File: src/rtl/rr_arbiter4.sv
// rr_arbiter4: round-robin arbiter sharing one resource among four requesters.
//
// Grants are registered and one-hot. The owner keeps the grant while its request
// stays high, up to HOLD_MAX consecutive cycles, after which it is force-released
// with a one-cycle timeout pulse. Every release is followed by at least one idle
// cycle. Contention statistics are sampled on each grant decision.
//
// Ports:
//   clk          rising-edge clock
//   rst          asynchronous active-high reset
//   req[3:0]     request per requester (bit k = requester k)
//   gnt[3:0]     one-hot grant or all zero
//   owner[1:0]   index of current grant holder, valid when busy=1
//   busy         high while any gnt bit is high
//   timeout      one-cycle pulse following a forced release
//   contend_cnt  saturating count of decisions taken with 2 or 3 requests active
//   all4_seen    sticky: a decision was taken with all 4 requests active
module rr_arbiter4 #(
    parameter int unsigned HOLD_MAX = 8,
    parameter int unsigned CW       = 8
) (
    input  logic          clk,
    input  logic          rst,
    input  logic [3:0]    req,
    output logic [3:0]    gnt,
    output logic [1:0]    owner,
    output logic          busy,
    output logic          timeout,
    output logic [CW-1:0] contend_cnt,
    output logic          all4_seen
);

    typedef enum logic [0:0] {StIdle, StGrant} state_e;

    state_e        state_q, state_d;
    logic [1:0]    ptr_q, ptr_d;
    logic [7:0]    hold_q, hold_d;
    logic [3:0]    gnt_q, gnt_d;
    logic [1:0]    owner_q, owner_d;
    logic          busy_q, busy_d;
    logic          timeout_q, timeout_d;
    logic [CW-1:0] cnt_q, cnt_d;
    logic          all4_q, all4_d;

    logic [1:0]    pick;
    logic [1:0]    idx;
    logic          found;
    logic [2:0]    req_pop;
    logic          hold_done;

    // First set request bit scanning ptr, ptr+1, ... (mod 4).
    always_comb begin
        pick  = ptr_q;
        idx   = ptr_q;
        found = 1'b0;
        for (int i = 0; i < 4; i++) begin
            idx = ptr_q + 2'(i);
            if (!found && req[idx]) begin
                pick  = idx;
                found = 1'b1;
            end
        end
    end

    assign req_pop   = 3'(req[0]) + 3'(req[1]) + 3'(req[2]) + 3'(req[3]);
    assign hold_done = (hold_q == 8'(HOLD_MAX));

    always_comb begin
        state_d   = state_q;
        ptr_d     = ptr_q;
        hold_d    = hold_q;
        gnt_d     = gnt_q;
        owner_d   = owner_q;
        busy_d    = busy_q;
        timeout_d = 1'b0;
        cnt_d     = cnt_q;
        all4_d    = all4_q;

        unique case (state_q)
            StIdle: begin
                if (|req) begin
                    gnt_d   = 4'b0001 << pick;
                    owner_d = pick;
                    busy_d  = 1'b1;
                    hold_d  = 8'd1;
                    state_d = StGrant;
                    if ((req_pop == 3'd2) || (req_pop == 3'd3)) begin
                        if (cnt_q != {CW{1'b1}}) begin
                            cnt_d = cnt_q + CW'(1);
                        end
                    end
                    if (req_pop == 3'd4) begin
                        all4_d = 1'b1;
                    end
                end
            end
            StGrant: begin
                // Release always returns to idle, giving the mandatory gap cycle.
                if (!req[owner_q] || hold_done) begin
                    gnt_d     = 4'b0000;
                    busy_d    = 1'b0;
                    hold_d    = 8'd0;
                    ptr_d     = owner_q + 2'd1;
                    state_d   = StIdle;
                    timeout_d = req[owner_q];
                end else begin
                    hold_d = hold_q + 8'd1;
                end
            end
            default: state_d = StIdle;
        endcase
    end

    always_ff @(posedge clk or posedge rst) begin
        if (rst) begin
            state_q   <= StIdle;
            ptr_q     <= 2'd0;
            hold_q    <= 8'd0;
            gnt_q     <= 4'b0000;
            owner_q   <= 2'd0;
            busy_q    <= 1'b0;
            timeout_q <= 1'b0;
            cnt_q     <= '0;
            all4_q    <= 1'b0;
        end else begin
            state_q   <= state_d;
            ptr_q     <= ptr_d;
            hold_q    <= hold_d;
            gnt_q     <= gnt_d;
            owner_q   <= owner_d;
            busy_q    <= busy_d;
            timeout_q <= timeout_d;
            cnt_q     <= cnt_d;
            all4_q    <= all4_d;
        end
    end

    assign gnt         = gnt_q;
    assign owner       = owner_q;
    assign busy        = busy_q;
    assign timeout     = timeout_q;
    assign contend_cnt = cnt_q;
    assign all4_seen   = all4_q;

endmodule

File: config.mk
export PLATFORM = sky130hd
export DESIGN_NAME = rr_arbiter4
export DESIGN_NICKNAME = d
export VERILOG_FILES = /design/src/rtl/rr_arbiter4.sv
export SDC_FILE = /design/constraint.sdc
export NUM_CORES = 1
export LEC_CHECK = 0
export BUFFER_PORTS_ARGS = -buffer_cell sky130_fd_sc_hd__buf_2
export CAP_MARGIN = 20
export CORE_ASPECT_RATIO = 1.1
export CORE_UTILIZATION = 50
export CTS_CLUSTER_DIAMETER = 40
export DETAILED_ROUTE_END_ITERATION = 6
export GPL_ROUTABILITY_DRIVEN = 1
export HOLD_SLACK_MARGIN = 0.03
export PLACE_DENSITY_LB_ADDON = 0.1
export SYNTH_ARGS = -nofsm -noshare
export SYNTH_HDL_FRONTEND = slang
export SYNTH_SLANG_ARGS = --single-unit
export TNS_END_PERCENT = 10
File: constraint.sdc
create_clock -name clk -period 1.7 [get_ports clk]
set_clock_uncertainty 0.15 [all_clocks]
set_input_delay 0 -clock clk [delete_from_list [all_inputs] [get_ports clk]]
set_output_delay 0 -clock clk [all_outputs]
set_load 0.005 [all_outputs]
==> results.toml, run 1 <==
[status]
status = "complete, but fails checks"
violations = "negative setup slack"

[synthesis]
yosysSeqAreaShare_pct = 45.16
synth_edf_count = 0
synthesis.area_mm2 = 0.001551
yosys-top-cells-count = "dfrtp_1 (28), nand2_1 (11), inv_1 (8), xnor2_1 (7)"
ys_ff_latch = 28
netlist_instances = 144
postSynthNetCount = 157
synth_cell_types = 48
synthFlopType = "dfrtp_1"
synth_top_area_share_pct = 45.16
synth_largest_area_cell = "dfrtp_1"
ys_top_cells_by_area = "dfrtp_1 (45%), ha_1 (4.8%), xnor2_1 (4.0%)"
avgSynthCellArea_um2 = 10.77
synth_async_sr_flop_share_pct = 100.0
synth_most_common_cell = "dfrtp_1"
yosysWarnings = 0

[timing]
fmax_ghz = 0.5345
setup-tns-final_ns = -0.8750
setup_viol = 13
setup_ws_ns = -0.1710
finalHoldViolCount = 0
hold_slack_ns = 0.1073
relSlewSlack_pct = 70.54
tightest_slew_ns = 0.4407
fin_crit_ns = 1.871
slew_violations = 0
period_share_pct = 110.1
rsz0062_at_grt = "true"

[routing]
drc_errors = 0
route.met2.wl_um = 1639
drt_iter0_drc = 48
vias = 1317
wl_met1_um = 1532
ant_nets = 0
drt_wl_total_um = 3326
routed-wl-met3_um = 122
via_per_inst = 5.726
highest-signal-layer = "met4"
dr.pass1.iters = 4
wl_per_cell_um = 14.46

[worst_setup_path]
timing.rr.end = "hold_q[4]$_DFFE_PP0P_"
crit_path_max_incr_delay_ns = 0.46
cp-start-kind = "flip-flop"
rrSetupSlack_ns = -0.17
cp_max_fo = 3
crit_chain = "inv_2 -> ha_1 -> nand4bb_1 -> or4_4 -> a31o_1 -> a22o_1"
worstPathRequired_ns = 1.79
worstSetupEndpointType = "flip-flop"
reg2reg_depth = 6
startpoint = "hold_q[0]$_DFFE_PP0P_"
worstSetupPathType = "flip-flop to flip-flop"
slowest_stage = "or4_4"
cp_data_arrival_time_ns = 1.96
r2r_start = "hold_q[0]$_DFFE_PP0P_"

[power_and_ir_drop]
p_int_uw = 1709
p_seq_share_pct = 38.4
ir_worst_vdd_uv = 1188
switching_share_pct = 36.59
p_leak_uw = 0.0009554
power_density_mw_per_mm2 = 1332
p_total_uw = 2695
p_clk_share_pct = 12.1
combPwrFrac_pct = 49.6
p_switching_uw = 986.2

[clock_network]
htreeDepth = 1
insertion_delay_ns = 0.33
tritoncts = "built"
numCtsBuffers = 3
cts_sinks = 28
cts.reportedPaths.clkPinSlew_ns = 0.15
clockRootBuffer = "clkbuf_4"
clockBufferDepth = 2

[global_route]
grt_pass1_vias = 1227
antenna_found_initial = 0
track_usage_pct = 22.23
grt_pass1_wl_um = 5319
grt_max_degree = 29
grt.overflow.total = 0

[floorplanning]
coreArea_mm2 = 0.002853
dieArea_mm2 = 0.003330
rows = 20
start_util_pct = 54.39
fp.dieW_um = 55.11
die_h_um = 60.43
ios = 23

[placement]
routabilityCongestion = 0.8072
post-dp-hpwl_um = 2416
port_buffers = 22

[run]
maxCapViolCount = 0

[layout]
fillCellCount = 227
areaGrowthSynthToFinish_pct = 30.40
nNetsFinal = 211
layout-drive-gt1-share_pct = 39.59
antennaDiodeCount = 0

[min_path]
hp-class = "primary input to async pin"
-- per-layer routing --
layer / global-route usage (%) / vias up
li1: - / 637
met1: 28.89 / 643
met2: 37.87 / 33
met3: 3.509 / 4
met4: 6.429 / 0
met5: 0 / -
-- sequential cells by signal, summed over array words and instances (netlist names), 2 cells and up --
name	flops
hold_q	8
gnt	4
ptr_q	2
contend_cnt	8
owner	2
-- power groups by stage --
stage                     registers [uW]  clock network, uW  logic, uW
after floorplan                     1050                  0        736
after global placement              1040                  0       1170
after detailed placement            1050                  0       1210
after CTS                           1040                335       1250
after global routing                1060                357       1450
final                               1030                325       1340
-- final cells by class --
type	instances	area, um2	area share [%]
clock buffers	4	36.28	1.793
repair buffers	53	369.1	18.24
multi-input cells	104	845.8	41.81
well taps	33	41.29	2.041
flip-flops and latches	28	700.7	34.63
inverters	8	30.03	1.484
-- placed cells by master, fill, tap and decap left out, drive strengths merged, types with 2 or more instances in the layout --
cell type	n
a21oi	6
a22oi	2
a31o	2
a31oi	2
a32o	5
a41oi	2
and2	4
and3	6
buf	49
clkbuf	4
dfrtp	28
dlygate4sd3	4
ha	6
inv	8
mux2	2
nand2	11
nand2b	2
nand3	6
nand4	3
nor2	6
nor2b	4
nor3	2
o211ai	2
o21ai	4
xnor2	7
-- critical path, delay by kind of cell, from the launching register on --
| kind | cells | cell delay (ns) |
|---|---|---|
| simple gates | 2 | 0.62 |
| flops | 1 | 0.42 |
| compound gates | 2 | 0.39 |
| fa+ha+maj | 1 | 0.14 |
| buf+inv | 1 | 0.06 |
-- metrics by stage --
| step | setup slack [ns] | std cells | cell area [um2] | util (%) |
|---|---|---|---|---|
| floorplan | -0.3135 | 144 | 1551 | - |
| global placement | -0.4130 | 218 | 1842 | 64.56 |
| detailed placement | -0.4841 | 218 | 1842 | 64.56 |
| CTS | -0.1694 | 228 | 1943 | 68.11 |
| global route | -0.2459 | 230 | 2023 | 70.92 |
| finish | -0.1710 | 230 | 2023 | 70.92 |
-- worst max path at each step --
stage / endpoint / cells after the start / slack (ns)
floorplan: contend_cnt[1]$_DFFE_PP0P_ / 6 / -0.31
global placement: contend_cnt[3]$_DFFE_PP0P_ / 8 / -0.41
detailed placement: contend_cnt[5]$_DFFE_PP0P_ / 8 / -0.48
CTS: ptr_q[0]$_DFFE_PP0P_ / 7 / -0.17
global route: hold_q[4]$_DFFE_PP0P_ / 6 / -0.25
finish: hold_q[4]$_DFFE_PP0P_ / 6 / -0.17
-- timing repair --
item                       4_1_cts  5_1_grt
setup endpoints to repair       23       23
gates resized for setup          5       14
pin swaps                        2        5
hold buffers                     4        0
setup buffers                    2        2
hold endpoints to repair        30        0
-- cells by family after synthesis --
group	synth area share, %
AND/OR/NAND/NOR	19.28
flip-flops	45.16
XOR/XNOR	4.516
AO/OA/AOI/OAI	17.26
buffers and inverters	4.113
adder cells (fa/ha/maj)	6.129
multiplexers	3.548
Power figures use the tool's default switching activity.
==> run 2: changes to the inputs <==
ABC_AREA = 1   (was not set)
CORE_MARGIN = 2   (was not set)
CORE_UTILIZATION = 51   (was 50)
GPL_TIMING_DRIVEN = 0   (was not set)
==> run 2 against run 1 <==
  * Critical path type unchanged
  * Sequential share of layout area down 2.1 points
  * Sequential cell count unchanged
  * The flow still finishes with violations (negative setup slack)
  * Setup slack better by 0.12 ns
==> results.toml, run 2 <==
[layout]
antennaDiodeCount = 0
final_area_mm2 = 0.002161
fillCellCount = 304
layout-drive-gt1-share_pct = 32.96
nNetsFinal = 281
areaGrowthSynthToFinish_pct = 25.87
layout_common_cells = "nand2_1 (59), dfrtp_1 (26), buf_2 (22)"
layout_commonest_cell = "nand2_1"

[synthesis]
yosysSeqAreaShare_pct = 40.82
postSynthNetCount = 242
synth-compound-area-share_pct = 6.195
synth_cell_types = 29
yosysWarnings = 0
synth_top_family_by_area = "simple AND/OR/NAND/NOR gates"
synth_simple_gate_area_share_pct = 32.94
netlist_instances = 229
ys_ff_latch = 28
synthAdderAreaFrac_pct = 5.539
synth-xor-area-share_pct = 6.122
synthesis.area_mm2 = 0.001717
muxShareOfSynthArea_pct = 0
synthFlopType = "dfrtp_1"
synth_largest_area_cell = "dfrtp_1"
ys_top_cells_by_area = "dfrtp_1 (41%), nand2_1 (17%), nand3_1 (5.5%)"
yosys-top-cells-count = "nand2_1 (79), dfrtp_1 (28), inv_1 (24), nand3_1 (19), nor2_1 (15)"
synth_edf_count = 0
synth_most_common_cell = "nand2_1"
synth_async_sr_flop_share_pct = 100.0
synth_top_area_share_pct = 40.82
avgSynthCellArea_um2 = 7.496

[status]
status = "complete, but fails checks"
violations = "negative setup slack"

[timing]
hold_slack_ns = 0.06486
period_share_pct = 103.3
finalHoldViolCount = 0
tightest_slew_ns = 0.4979
rsz0062_at_grt = "true"
relSlewSlack_pct = 66.77
fin_crit_ns = 1.756
setup_viol = 5
fmax_ghz = 0.5696
setup_ws_ns = -0.05571
slew_violations = 0

[worst_setup_path]
crit_chain = "inv_4 -> buf_4 -> nand2_2 -> nand2_2 -> nand2_2 -> nand2_4 -> nor2_4 -> nand3_4 -> nand2_2 -> nand2_2 -> nand2_4 -> o21bai_1"
cp_data_arrival_time_ns = 1.83
crit_path_max_incr_delay_ns = 0.46
worstSetupEndpointType = "flip-flop"
r2r_start = "ptr_q[0]$_DFFE_PP0P_"
cp-start-kind = "flip-flop"
worstSetupPathType = "flip-flop to flip-flop"
timing.rr.end = "gnt[0]$_DFFE_PP0P_"
slowest_stage = "dfrtp_2"
rrSetupSlack_ns = -0.06
worst_path_most_repeated_cell = "nand2_2"
path_delay_family = "simple AND/OR/NAND/NOR gates"
worstPathRequired_ns = 1.78
cp.buffers_inverters = 2
cp_max_fo = 5
reg2reg_depth = 12

[clock_network]
insertion_delay_ns = 0.32
cts.reportedPaths.clkPinSlew_ns = 0.15
htreeDepth = 1
clockBufferDepth = 2
tritoncts = "built"
clockRootBuffer = "clkbuf_4"
numCtsBuffers = 3
cts_sinks = 28

[global_route]
grt.overflow.total = 0
grt_pass1_vias = 1464
grt_pass1_wl_um = 6258
grt_max_degree = 29
track_usage_pct = 21.00
antenna_found_initial = 0

[placement]
port_buffers = 22
post-dp-hpwl_um = 2572
routabilityCongestion = 0.8406
place_area_mm2 = 0.001877

[min_path]
hp-class = "primary input to async pin"

[floorplanning]
fp.dieW_um = 59.32
start_util_pct = 52.41
dieArea_mm2 = 0.003847
die_h_um = 64.85
coreArea_mm2 = 0.003276
rows = 22
ios = 23

[routing]
drt_wl_total_um = 3825
ant_nets = 0
drc_errors = 0
drt_iter0_drc = 113
vias = 1578
wl_per_cell_um = 12.62
via_per_inst = 5.208
dr.pass1.iters = 4

[run]
maxCapViolCount = 0

[power_and_ir_drop]
p_leak_uw = 0.001110
power_density_mw_per_mm2 = 1601
p_total_uw = 3461
ir_worst_vdd_uv = 612.4
## run 2: cells by family after synthesis
| family | Yosys count |
|---|---|
| buf+inv | 35 |
| compound gates | 18 |
| fa+ha+maj | 7 |
| flops | 28 |
| simple gates | 129 |
| xor+xnor | 12 |
## run 2: tightest hold or removal path: stages
cell and delay [ns]:
dlygate4sd3_1 0.53, buf_2 0.11, inv_1 0.37
## run 2: metal layers
metal  part of all wire [%]  track usage (%)  up-vias  wire length, um
met1                     44            26.92      760             1693
met3                    2.4            1.996        2               91
met4                   0.60            7.102        0               23
met2                     53            36.26       22             2017
met5                      0                0        -                0
li1                       -                -      794                -
## run 2: how the worst max path moves through the flow
stage	start	endpoint	slack (ns)	cells past startpoint
2_1_floorplan	req[0]	contend_cnt[7]$_DFFE_PP0P_	-0.11	9
3_3_place_gp	req[0]	contend_cnt[6]$_DFFE_PP0P_	-0.39	10
3_5_place_dp	req[0]	contend_cnt[6]$_DFFE_PP0P_	-0.38	10
4_1_cts	req[0]	contend_cnt[6]$_DFFE_PP0P_	-0.01	10
5_1_grt	ptr_q[0]$_DFFE_PP0P_	gnt[0]$_DFFE_PP0P_	-0.15	12
6_report	ptr_q[0]$_DFFE_PP0P_	gnt[0]$_DFFE_PP0P_	-0.06	12
## run 2: layout make-up
| class | instances | area [um2] | area share [%] |
|---|---|---|---|
| multi-input combinational | 166 | 982.2 | 45.45 |
| tap | 36 | 45.04 | 2.085 |
| sequential | 28 | 703.2 | 32.54 |
| buffer | 3 | 33.78 | 1.563 |
| timing repair buffer | 35 | 239.0 | 11.06 |
| inverter | 31 | 121.4 | 5.617 |
| clock buffer | 4 | 36.28 | 1.679 |
## run 2: what timing repair did
action | CTS | global route
resized for setup | 5 | 39
buffers inserted | 5 | 3
pin swaps | 3 | 19
hold endpoints to repair | 30 | 0
setup endpoints to repair | 10 | 16
hold buffers | 3 | 0
gates cloned | 1 | 0
## run 2: where the power goes
part	internal, uW	leakage, uW	switching (uW)	total, uW
logic	829	0.000728	1240	2070
registers	867	0.000362	202	1070
clock network	131	0.0000210	194	325
total	1830	0.00111	1630	3460
## run 2: metrics by stage
step / cells / utilization (%) / setup TNS (ns) / setup slack [ns]
after floorplan: 229 / - / -0.3550 / -0.1141
after global placement: 287 / 57.30 / -2.402 / -0.3862
after detailed placement: 287 / 57.30 / -2.431 / -0.3840
after CTS: 299 / 60.89 / -0.02201 / -0.01424
after global routing: 303 / 65.97 / -1.006 / -0.1541
final: 303 / 65.97 / -0.1884 / -0.05571
